==> src/rtl/cache_line_buffer_if.sv <==
// rtl/cache_line_buffer_if.sv - controller-facing strobes and status of the cache line buffer
interface cache_line_buffer_if #(
    parameter int WORDS_PER_LINE = 4,
    parameter int DATA_WIDTH     = 32
);
    localparam int IDX_W = $clog2(WORDS_PER_LINE);

    logic                  clr;
    logic                  we_cl;
    logic                  next_cl;
    logic [1:0]            sel_cl;
    logic [DATA_WIDTH-1:0] mm_rdata;
    logic [DATA_WIDTH-1:0] dmem_rdata;
    logic [IDX_W-1:0]      word_idx;
    logic [DATA_WIDTH-1:0] word_out;
    logic                  full_cl;
    logic                  line_valid;
    logic                  src_dmem;
    logic                  sel_err;

    modport master (
        output clr, we_cl, next_cl, sel_cl, mm_rdata, dmem_rdata,
        input  word_idx, word_out, full_cl, line_valid, src_dmem, sel_err
    );

    modport slave (
        input  clr, we_cl, next_cl, sel_cl, mm_rdata, dmem_rdata,
        output word_idx, word_out, full_cl, line_valid, src_dmem, sel_err
    );
endinterface

==> src/rtl/cache_line_buffer.sv <==
// rtl/cache_line_buffer.sv - single-line staging buffer between L1 caches and main memory
module cache_line_buffer #(
    parameter int WORDS_PER_LINE = 4,
    parameter int DATA_WIDTH     = 32,
    localparam int IDX_W         = $clog2(WORDS_PER_LINE)
) (
    input logic              clk,
    input logic              reset,
    cache_line_buffer_if.slave bus
);
    localparam logic [IDX_W-1:0] LAST_IDX = IDX_W'(WORDS_PER_LINE - 1);
    localparam logic [1:0]       SEL_DMEM = 2'b10;
    localparam logic [1:0]       SEL_BAD  = 2'b11;

    logic [DATA_WIDTH-1:0] line_buf [WORDS_PER_LINE];
    logic [IDX_W-1:0]      idx_q;
    logic                  line_valid_q;
    logic                  src_dmem_q;
    logic                  sel_err_q;

    logic                  at_last;
    logic                  do_capture;
    logic                  do_illegal;
    logic                  do_replay;
    logic [DATA_WIDTH-1:0] capture_word;

    always_comb begin
        at_last      = (idx_q == LAST_IDX);
        do_capture   = bus.we_cl & bus.next_cl & (bus.sel_cl != SEL_BAD);
        do_illegal   = bus.we_cl & bus.next_cl & (bus.sel_cl == SEL_BAD);
        do_replay    = bus.next_cl & ~bus.we_cl;
        // sel 00/01 both refill from main memory; only 10 takes the dmem victim
        capture_word = bus.sel_cl[1] ? bus.dmem_rdata : bus.mm_rdata;
    end

    always_ff @(posedge clk) begin
        if (reset || bus.clr) begin
            idx_q        <= '0;
            line_valid_q <= 1'b0;
            src_dmem_q   <= 1'b0;
            sel_err_q    <= 1'b0;
            for (int i = 0; i < WORDS_PER_LINE; i++) begin
                line_buf[i] <= '0;
            end
        end else begin
            if (do_illegal) begin
                sel_err_q <= 1'b1;
            end
            if (do_capture) begin
                line_buf[idx_q] <= capture_word;
                idx_q           <= idx_q + 1'b1;
                if (at_last) begin
                    line_valid_q <= 1'b1;
                    src_dmem_q   <= (bus.sel_cl == SEL_DMEM);
                end
            end else if (do_replay) begin
                idx_q <= idx_q + 1'b1;
                // last word handed out: the line has been consumed
                if (at_last) begin
                    line_valid_q <= 1'b0;
                end
            end
        end
    end

    assign bus.word_idx   = idx_q;
    assign bus.word_out   = line_buf[idx_q];
    assign bus.full_cl    = at_last;
    assign bus.line_valid = line_valid_q;
    assign bus.src_dmem   = src_dmem_q;
    assign bus.sel_err    = sel_err_q;
endmodule
==> src/flat_wrapper.sv <==
// flat-port wrapper written by rule: the top's interface ports become plain ports
module cache_line_buffer_flat 
#(
    parameter int WORDS_PER_LINE = 4,
    parameter int DATA_WIDTH     = 32,
    localparam int IDX_W         = $clog2(WORDS_PER_LINE)
)
  (clk, reset, bus_clr, bus_we_cl, bus_next_cl, bus_sel_cl, bus_mm_rdata, bus_dmem_rdata, bus_word_idx, bus_word_out, bus_full_cl, bus_line_valid, bus_src_dmem, bus_sel_err);
  cache_line_buffer_if #(.WORDS_PER_LINE(WORDS_PER_LINE), .DATA_WIDTH(DATA_WIDTH)) bus_i ();
  input logic clk;
  input logic reset;
  input wire logic [$bits(bus_i.clr)-1:0] bus_clr;
  input wire logic [$bits(bus_i.we_cl)-1:0] bus_we_cl;
  input wire logic [$bits(bus_i.next_cl)-1:0] bus_next_cl;
  input wire logic [$bits(bus_i.sel_cl)-1:0] bus_sel_cl;
  input wire logic [$bits(bus_i.mm_rdata)-1:0] bus_mm_rdata;
  input wire logic [$bits(bus_i.dmem_rdata)-1:0] bus_dmem_rdata;
  output wire logic [$bits(bus_i.word_idx)-1:0] bus_word_idx;
  output wire logic [$bits(bus_i.word_out)-1:0] bus_word_out;
  output wire logic [$bits(bus_i.full_cl)-1:0] bus_full_cl;
  output wire logic [$bits(bus_i.line_valid)-1:0] bus_line_valid;
  output wire logic [$bits(bus_i.src_dmem)-1:0] bus_src_dmem;
  output wire logic [$bits(bus_i.sel_err)-1:0] bus_sel_err;
  assign bus_i.clr = bus_clr;
  assign bus_i.we_cl = bus_we_cl;
  assign bus_i.next_cl = bus_next_cl;
  assign bus_i.sel_cl = bus_sel_cl;
  assign bus_i.mm_rdata = bus_mm_rdata;
  assign bus_i.dmem_rdata = bus_dmem_rdata;
  assign bus_word_idx = bus_i.word_idx;
  assign bus_word_out = bus_i.word_out;
  assign bus_full_cl = bus_i.full_cl;
  assign bus_line_valid = bus_i.line_valid;
  assign bus_src_dmem = bus_i.src_dmem;
  assign bus_sel_err = bus_i.sel_err;
  cache_line_buffer #(.WORDS_PER_LINE(WORDS_PER_LINE), .DATA_WIDTH(DATA_WIDTH)) u_core (.clk(clk), .reset(reset), .bus(bus_i));
endmodule
==> config.mk <==
export PLATFORM = sky130hd
export DESIGN_NAME = cache_line_buffer_flat
export DESIGN_NICKNAME = d
export VERILOG_FILES = /design/src/rtl/cache_line_buffer_if.sv /design/src/rtl/cache_line_buffer.sv /design/src/flat_wrapper.sv
export SDC_FILE = /design/constraint.sdc
export NUM_CORES = 1
export LEC_CHECK = 0
export ABC_AREA = 1
export ABC_CLOCK_PERIOD_IN_PS = 4570
export CORE_MARGIN = 8
export CORE_UTILIZATION = 30
export CTS_CLUSTER_DIAMETER = 30
export DETAILED_ROUTE_END_ITERATION = 10
export SYNTH_ARGS = -nofsm -noshare
export SYNTH_HDL_FRONTEND = slang
export SYNTH_SLANG_ARGS = --single-unit
export TNS_END_PERCENT = 30
==> constraint.sdc <==
create_clock -name clk -period 4.57 [get_ports clk]
set_input_delay 0.6855 -clock clk [delete_from_list [all_inputs] [get_ports clk]]
set_output_delay 0.6855 -clock clk [all_outputs]
set_load 0.02 [all_outputs]
Word-level counts from Yosys, hierarchy flattened:

Memories as Yosys holds them, arrays and structs flattened. A register that Yosys moved wholly into a read port is not among the register bits.
Index checks and enable logic that the tools add are counted.

* bits in registers: 5
* memory bits (writable): 128
* input bits: 71
* logic and storage cells: 39
* memories: 1

Memories
* u_core.line_buf: words 4, bits a word 32, read ports 1, clocked after memory_dff 1, write ports 4, RTL line cache_line_buffer.sv:15 `logic [DATA_WIDTH-1:0] line_buf [WORDS_PER_LINE];`

* add/sub/neg operators: 1
* equality and inequality tests: 6
* multiplexer cells: 17
* bitwise operators: 5
* reduce and logical (&&, ||, !) cells: 5

Operators by type and width (count)
* two-way mux 32 bit: 2
* OR reduction 32 bit: 1
* two-way mux 1 bit: 10
* two-way mux 2 bit: 5
* == test 2 bit, second input constant: 3
* != test 2 bit, second input constant: 3
* AND 1 bit: 4
* AND reduction 3 bit: 1
* adder 2 x 1 -> 2 bit, second input constant: 1
* AND reduction 2 bit: 1
* nonzero test 2 bit: 1
* logical OR 1 bit: 1
* inverter 1 bit: 1

Depth between registers and ports, before layout:

Gate-level depths: netlist of the first run.

* word-level depth: 7
* gate-level depth with buffers: 8

Least setup slack after synthesis of the first run:

OpenSTA, ideal clock, no wires.

* path type: in2reg
* start: input port bus_sel_cl[1]
* end: memory u_core.line_buf[3][0], enable pin
* arrival: 3289 ps
* data required time: 4104 ps
* slack: 815 ps
* cell stages on the path: 4
* buffers on the path: 1
* path through: buf_2 -> nand2_1 -> nand2_2 -> o21ai_0

RTL lines
* start: declaration: RTL line flat_wrapper.sv:15 `input wire logic [$bits(bus_i.sel_cl)-1:0] bus_sel_cl;`
* end: declaration: RTL line cache_line_buffer.sv:15

==> results_dict.tcl, run 1 <==
set metrics [dict create \
    synth_compound_area_share_pct 11.43 \
    final_common_cell "nor2_1" \
    hold_class "flop to flop" \
    initial_core_util_pct 30.46 \
    final_cell_mix "164 x nor2_1, 128 x edfxtp_1, 107 x clkdlybuf4s50_1" \
    ctsRootBufferMaster "clkbuf_16" \
    cts_buffer_depth 2 \
    cts_tree "done" \
    whs_ns 0.4515 \
    fin_area_um2 8088 \
    cts_max_level 4 \
    fin_worst_skew_ns 0.006314 \
    reg2reg_to "u_core.line_buf[0][1]" \
    die_h_um 159.1 \
    critPathSlowestCell "inv_1" \
    cp.arrival_ns 3.01 \
    synth_top_cells_by_area "edfxtp_1 63%, nor2_1 10%, o21ai_0 7.7%" \
    path_class "flop to output port" \
    cts_buffers 17 \
    hold_end "u_core.bus.src_dmem" \
    yosys_warnings 0 \
    place_area_um2 7476 \
    firstDrtPassIters 5 \
    synth-seq-cells 135 \
    async_reset_ff_share_pct 0 \
    worstPathRequired_ns 3.88 \
    critPathBufInv 3 \
    synth-edff-count 128 \
    dieWidth_um 159.1 \
    gr-usage-met2_pct 21.02 \
    remaining_drc_errors 0 \
    reg2regPathDepth 4 \
    synthXorXnorAreaFrac_pct 0 \
    routabilityCongestion 0.7045 \
    clk_latency_ns 0.41 \
    relSlewSlack_pct 29.98 \
    crit_family "buffers and inverters" \
    cap_violations 0 \
    synth_top_family_by_area "simple AND/OR/NAND/NOR gates" \
    fin_util_pct 40.10 \
    antenna_found_initial 0 \
    wl_per_cell_um 16.02 \
    synth_adder_area_share_pct 0.2037 \
    core-area_um2 20170 \
    post_cts_buffers 0 \
    syn-cell-area_um2 6143 \
    cpPeakStageDelay_ns 0.81 \
    synth_area_leader_cell "edfxtp_1" \
    grt-busiest-layer "met2" \
    tightest_slew_ns 1.049 \
    drv_slew 0 \
    worstPathCellList "buf_4 -> inv_1 -> o21ai_0 -> o22ai_1 -> clkdlybuf4s50_1" \
    start_kind "flop" \
    n_antenna_cell 0 \
    holdBufCountCts 0 \
    clock_sinks 135 \
    finalNetCount 792 \
    drive_gt1_share_pct 8.731 \
    synth_top_area_share_pct 62.57 \
    max_freq_mhz 270.8 \
    synthSimpleGateAreaFrac_pct 16.17 \
    end_kind "output port" \
    powerDensity_nw_per_um2 387.0 \
    finalSetupViolCount 0 \
    die-area_um2 25310 \
    min_path_cells 2 \
    dr_total_vias 4603 \
    drtAntennaViolNets 0 \
    ys.flop_type "edfxtp_1" \
    power.leakage_nw 3.234 \
    rows 52 \
    grt_pass1_wl_mm 25.45 \
    dp_cells 971 \
    rsz0062_at_grt "false" \
    hold_viol_final 0 \
    fin_cells 1003 \
    grt_use_met1_pct 16.11 \
    grt.total_usage_pct 12.85 \
    dp_hpwl_mm 10.10 \
    min_from "u_core.bus.src_dmem" \
    area_growth_syn_to_layout_pct 31.65 \
    syn_nets 693 \
    grt_pass1_vias 4689 \
    worstReg2RegStart "u_core.bus.word_idx[0]" \
    ys_seq_area_share_pct 64.85 \
    syn_avg_cell_area_um2 9.893 \
    fin_crit_sh_pct 80.81 \
    grt_max_degree 65 \
    status "finished clean" \
    path_max_fanout 33 \
    peakVddDrop_v 0.0002590 \
    grt_overflow 0 \
    use_met3_pct 3.645 \
    ys_types 24 \
    initialDrtViolationCount 319 \
    tns_ns 0 \
    synth_cells 621 \
    cts_resized 0 \
    ios 109 \
    port_buffers 108 \
    clkSlewWorstSetupHoldPaths_ns 0.06 \
    routed_via_density 4.589 \
    min_period_ns 3.693 \
    r2r_slack_ns 2.44 \
    wl_mm 16.07 \
    synth.area.mux_share_pct 0.4888 \
]
worst max-delay path by stage:
stage,end,depth (start not counted)
2_1_floorplan,u_core.line_buf[3][0],4
5_1_grt,bus_word_out[7],5
3_5_place_dp,u_core.line_buf[0][17],7
6_report,bus_word_out[7],5
3_3_place_gp,u_core.line_buf[0][14],7
4_1_cts,bus_word_out[7],5
synth_stat cells (2+ instances only):
cell,instances
nand3_1,5
inv_1,62
nand2_2,11
edfxtp_1,128
a21oi_1,5
buf_1,4
buf_2,13
o21ai_0,94
nor2_4,2
nor2_1,164
o22ai_1,32
nand2_1,61
mux2i_1,3
clkbuf_1,19
inv_2,2
dfxtp_1,7
nand3_2,2
layer usage:
metal	share of wire, %	vias to the layer above
li1	-	2288
met1	46	2184
met2	48	119
met3	5.1	12
met4	0.93	0
met5	0	-
logic make-up (layout without fill, tap and decap cells):
logic type | after synthesis | after routing
AOI/OAI and AO/OA | 132 | 132
adders and majority gates | 1 | 1
DFF | 135 | 135
muxes | 3 | 3
buffers and inverters | 103 | 215
and+or+nand+nor | 247 | 247
worst reg2reg max path: stages, from the launching register on:
cell and delay (ns):
dfxtp_1 0.43, inv_1 0.15, nand3_2 0.09, buf_4 0.37, nand2_2 0.61
flip-flops by register name, indices dropped and copies added, names as in the netlist, named ones only:
| name | count |
|---|---|
| u_core.bus.sel_err | 1 |
| u_core.bus.word_idx | 2 |
| u_core.line_buf | 128 |
| u_core.bus.line_valid | 1 |
| u_core.bus.src_dmem | 1 |
through the flow:
| step | power, mW | setup WS (ns) |
|---|---|---|
| 6_report | 3.130 | 0.8768 |
| 5_1_grt | 3.242 | 0.7013 |
| 4_1_cts | 3.158 | 0.7805 |
| 3_5_place_dp | 1.748 | 1.049 |
| 3_3_place_gp | 1.744 | 1.097 |
| 2_1_floorplan | 1.585 | 0.8152 |
report_power, final:
group	internal, mW	switching (mW)	total [mW]
sequential	1.40	0.0137	1.42
clock	0.906	0.508	1.41
combinational	0.131	0.166	0.297
total	2.44	0.688	3.13
layout make-up:
class | count | area (um2)
fillers | 2028 | 12080
flip-flops and latches | 135 | 3986
multi-input cells | 383 | 1757
repair buffers | 118 | 1151
clock buffers | 18 | 429.2
well taps | 270 | 337.8
inverters | 65 | 244.0
clock inverters | 14 | 182.7
No activity file was read; power rests on OpenSTA's default activity.
==> run 2, diff against run 1 <==
ABC_CLOCK_PERIOD_IN_PS = 3100   (was 4570)
clock period = 3.1 ns   (was 4.57 ns; I/O delays follow)
==> results_dict.tcl, run 2 (synthesis gave the netlist of run 1 again) <==
set metrics [dict create \
    path_class "flop to output port" \
    cts_tree "done" \
    post_cts_buffers 0 \
    grt_max_degree 65 \
    cp.arrival_ns 2.40 \
    die-area_um2 25310 \
    status "finished clean" \
    remaining_drc_errors 0 \
    cts_buffer_depth 2 \
    initial_core_util_pct 30.46 \
    comb_power_share_pct 9.9 \
    area_growth_syn_to_layout_pct 32.75 \
    drtAntennaViolNets 0 \
    relSlewSlack_pct 59.02 \
    antenna_found_initial 0 \
    powerDensity_nw_per_um2 550.8 \
    clock_sinks 135 \
    clk_latency_ns 0.41 \
    tns_ns 0 \
    final_cell_mix "164 x nor2_1, 128 x edfxtp_1, 106 x clkdlybuf4s50_1" \
    final_common_cell "nor2_1" \
    end_kind "output port" \
    fin_cells 1011 \
    peakVddDrop_v 0.0003879 \
    rsz0062_at_grt "false" \
    start_kind "flop" \
    switching_share_pct 21.53 \
    cts_max_level 4 \
    p_sw_mw 0.9671 \
    dr_total_vias 4622 \
    power.leakage_nw 3.288 \
    drv_slew 0 \
    rows 52 \
    internal-power_mw 3.525 \
    hold_viol_final 0 \
    dp_cells 979 \
    wl_per_cell_um 15.76 \
    hold_class "flop to flop" \
    top_register "u_core.line_buf" \
    wl_mm 15.94 \
    ctsRootBufferMaster "clkbuf_16" \
    holdBufCountCts 0 \
    clkPwrFrac_pct 43.5 \
    ios 109 \
    tightest_slew_ns 0.6147 \
    worstPathRequired_ns 2.63 \
    cts_buffers 17 \
    place_ws_ns 0.5476 \
    largest_reg_flops 128 \
    initialDrtViolationCount 312 \
    finalSetupViolCount 0 \
    port_buffers 108 \
    layout_setup_ws_ns 0.2305 \
    whs_ns 0.4569 \
    fin_worst_skew_ns 0.003978 \
    firstDrtPassIters 4 \
    die_h_um 159.1 \
    path_max_fanout 31 \
    dieWidth_um 159.1 \
    max_freq_mhz 348.5 \
    grt_pass1_wl_mm 25.31 \
    min_period_ns 2.870 \
    routed_via_density 4.572 \
    total_power_mw 4.492 \
    dp_hpwl_mm 10.54 \
    grt_pass1_vias 4694 \
    grt.total_usage_pct 12.79 \
    fin_crit_sh_pct 92.56 \
    cts_resized 0 \
    routabilityCongestion 0.7175 \
    clkSlewWorstSetupHoldPaths_ns 0.05 \
    drive_gt1_share_pct 9.582 \
    finalNetCount 800 \
    core-area_um2 20170 \
    n_antenna_cell 0 \
    seqPwrFrac_pct 46.7 \
    cap_violations 0 \
    grt_overflow 0 \
]
[run 2: changes by cell type in the layout (fill, tap and decap cells not counted)]
cell,before,now
buf_12,0,4
clkinv_2,3,6
buf_4,10,15
clkinvlp_4,3,1
bufinv_16,4,3
clkinv_4,2,0
clkinv_1,2,1
clkdlybuf4s50_1,107,106
clkbuf_1,1,4
[run 2: final cells by class]
class	instances	area (um2)
clock buffers	21	440.4
clock inverters	11	131.4
flip-flops and latches	135	3986
inverters	65	244.0
well taps	270	337.8
multi-input cells	383	1757
fillers	1964	12010
repair buffers	126	1259
[run 2: worst paths after layout]
check | from | to | slack (ns) | depth (start not counted)
setup / recovery | flop | bus_word_out[7] | 0.23 | 4
hold / removal | u_core.bus.src_dmem | u_core.bus.src_dmem | 0.46 | 2
setup reg to reg | u_core.bus.word_idx[0] | u_core.line_buf[2][2] | 1.36 | 4
hold reg to reg | u_core.bus.src_dmem | u_core.bus.src_dmem | 0.46 | 2
[run 2: power by group through the flow]
stage	combinational [mW]	clock, mW	sequential [mW]
final	0.443	1.95	2.10
after global routing	0.486	2.08	2.10
after CTS	0.454	2.00	2.10
after detailed placement	0.452	0	2.13
after global placement	0.450	0	2.13
after floorplan	0.211	0	2.12
[run 2: metal layers]
layer | part of all wire [%] | vias to the layer above | GRT usage, % | routed length (um)
met5 | 0 | - | 0 | 0
met4 | 0.68 | 0 | 4.717 | 108
met3 | 4.4 | 6 | 3.102 | 707
met2 | 50 | 115 | 21.81 | 8014
met1 | 45 | 2194 | 15.42 | 7106
li1 | - | 2307 | - | -
[run 2: critical path: stages (launching register included)]
cell and delay (ns):
dfxtp_2 0.71, buf_4 0.28, o21ai_0 0.12, o22ai_1 0.23
clkdlybuf4s50_1 0.65
[run 2: stage by stage]
| stage | instance area, um2 | util [%] |
|---|---|---|
| after floorplan | 6143 | - |
| after global placement | 7584 | 37.60 |
| after detailed placement | 7584 | 37.60 |
| after CTS | 8155 | 40.43 |
| after global routing | 8155 | 40.43 |
| final | 8155 | 40.43 |
==> run 3, diff against run 2 <==
CTS_BUF_LIST = sky130_fd_sc_hd__clkbuf_4 sky130_fd_sc_hd__clkbuf_8 sky130_fd_sc_hd__clkbuf_16   (was not set)
GPL_ROUTABILITY_DRIVEN = 0   (was not set)
==> results_dict.tcl, run 3 (synthesis gave the netlist of run 1 again) <==
set metrics [dict create \
    power.leakage_nw 3.302 \
    rows 52 \
    final_cell_mix "164 x nor2_1, 128 x edfxtp_1, 106 x clkdlybuf4s50_1" \
    rsz0062_at_grt "false" \
    internal-power_mw 3.559 \
    final_common_cell "nor2_1" \
    grt_max_degree 65 \
    dp_hpwl_mm 10.54 \
    port_buffers 108 \
    powerDensity_nw_per_um2 555.5 \
    comb_power_share_pct 9.8 \
    hold_class "flop to flop" \
    min_from "u_core.bus.src_dmem" \
    area_growth_syn_to_layout_pct 32.99 \
    met1_length_mm 7.127 \
    total_power_mw 4.538 \
    seq_area_um2 3986 \
    multiInputGateArea_um2 1757 \
    wl_mm 15.96 \
    fin_crit_sh_pct 92.97 \
    die-area_um2 25310 \
    top_register "u_core.line_buf" \
    nFillCells 1968 \
    remaining_drc_errors 0 \
    r2r_slack_ns 1.37 \
    dr_wl_met2_mm 8.004 \
    tns_ns 0 \
    max_freq_mhz 347.0 \
    clkPwrFrac_pct 44.1 \
    die_h_um 159.1 \
    cts_buffer_depth 2 \
    clk_latency_ns 0.41 \
    grt.total_usage_pct 12.76 \
    peakVddDrop_v 0.0003938 \
    largest_reg_flops 128 \
    initial_core_util_pct 30.46 \
    reg2regPathDepth 4 \
    ios 109 \
    worstReg2RegStart "u_core.bus.word_idx[0]" \
    dr_total_vias 4613 \
    worstPathRequired_ns 2.63 \
    tightest_slew_ns 0.6155 \
    drive_gt1_share_pct 10.12 \
    clock_sinks 135 \
    holdBufCountCts 0 \
    p_sw_mw 0.9790 \
    hold_end "u_core.bus.src_dmem" \
    grt_pass1_vias 4685 \
    cts_max_level 4 \
    relSlewSlack_pct 58.96 \
    antenna_found_initial 0 \
    initialDrtViolationCount 330 \
    drtAntennaViolNets 0 \
    cap_violations 0 \
    firstDrtPassIters 4 \
    drv_slew 0 \
    reg2reg_to "u_core.line_buf[2][2]" \
    seqPwrFrac_pct 46.2 \
    top_layer_used "met4" \
    dieWidth_um 159.1 \
    start_kind "flop" \
    end_kind "output port" \
    post_cts_buffers 0 \
    cts_resized 0 \
    fin_worst_skew_ns 0.004471 \
    finalNetCount 800 \
    n_antenna_cell 0 \
    status "finished clean" \
    min_path_cells 2 \
    cp.arrival_ns 2.42 \
    grt_overflow 0 \
    cts_buffers 17 \
    path_max_fanout 31 \
    routed_via_density 4.563 \
    cts_tree "done" \
    path_class "flop to output port" \
    switching_share_pct 21.57 \
    wl_per_cell_um 15.78 \
    ctsRootBufferMaster "clkbuf_16" \
    grt_pass1_wl_mm 25.28 \
    route.met3.wl_um 641 \
    clkSlewWorstSetupHoldPaths_ns 0.05 \
    core-area_um2 20170 \
    min_period_ns 2.882 \
    hold_viol_final 0 \
    finalSetupViolCount 0 \
]
-- run 3: changes by cell type in the layout (fill, tap and decap cells not counted) --
| cell | before | now |
|---|---|---|
| clkbuf_1 | 4 | 0 |
| clkbuf_4 | 0 | 4 |
-- run 3: cell type report --
| cell class | count | share of cell area [%] |
|---|---|---|
| sequential | 135 | 48.79 |
| multi-input combinational | 383 | 21.50 |
| timing repair buffer | 126 | 15.41 |
| clock buffer | 21 | 5.574 |
| tap | 270 | 4.135 |
| inverter | 65 | 2.986 |
| clock inverter | 11 | 1.608 |
-- run 3: metal layers --
| metal | track usage [%] | vias to the layer above |
|---|---|---|
| li1 | - | 2305 |
| met1 | 15.50 | 2172 |
| met2 | 21.68 | 120 |
| met3 | 2.947 | 16 |
| met4 | 4.846 | 0 |
| met5 | 0 | - |
-- run 3: worst max-delay path, cell delays in order, from the launching register on --
cell and delay, ns:
dfxtp_2 0.71, buf_4 0.31, o21ai_0 0.13, o22ai_1 0.17, clkdlybuf4s50_1 0.66
-- run 3: per-stage QoR --
stage | cell area, um2 | worst slack, ns | utilization, % | hold WS (ns) | instances
after floorplan | 6143 | 0.4335 | - | 0.5216 | 621
after global placement | 7584 | 0.5764 | 37.60 | 0.4543 | 979
after detailed placement | 7584 | 0.5476 | 37.60 | 0.4581 | 979
after CTS | 8170 | 0.1511 | 40.51 | 0.4666 | 1011
after global routing | 8170 | 0.05687 | 40.51 | 0.4759 | 1011
final | 8170 | 0.2179 | 40.51 | 0.4609 | 1011
-- run 3: power groups by stage --
| stage | logic, mW | registers, mW | clock network, mW |
|---|---|---|---|
| after floorplan | 0.211 | 2.12 | 0 |
| after global placement | 0.450 | 2.13 | 0 |
| after detailed placement | 0.452 | 2.13 | 0 |
| after CTS | 0.454 | 2.10 | 2.03 |
| after global routing | 0.486 | 2.10 | 2.12 |
| final | 0.443 | 2.10 | 2.00 |
-- run 3: worst max path at each step --
stage | from | endpoint | cells past startpoint
2_1_floorplan | bus_sel_cl[1] | u_core.line_buf[3][0] | 4
3_3_place_gp | bus_clr | u_core.line_buf[2][17] | 7
3_5_place_dp | bus_clr | u_core.line_buf[2][18] | 7
4_1_cts | flop | bus_word_out[7] | 4
5_1_grt | flop | bus_word_out[7] | 4
6_report | flop | bus_word_out[12] | 4
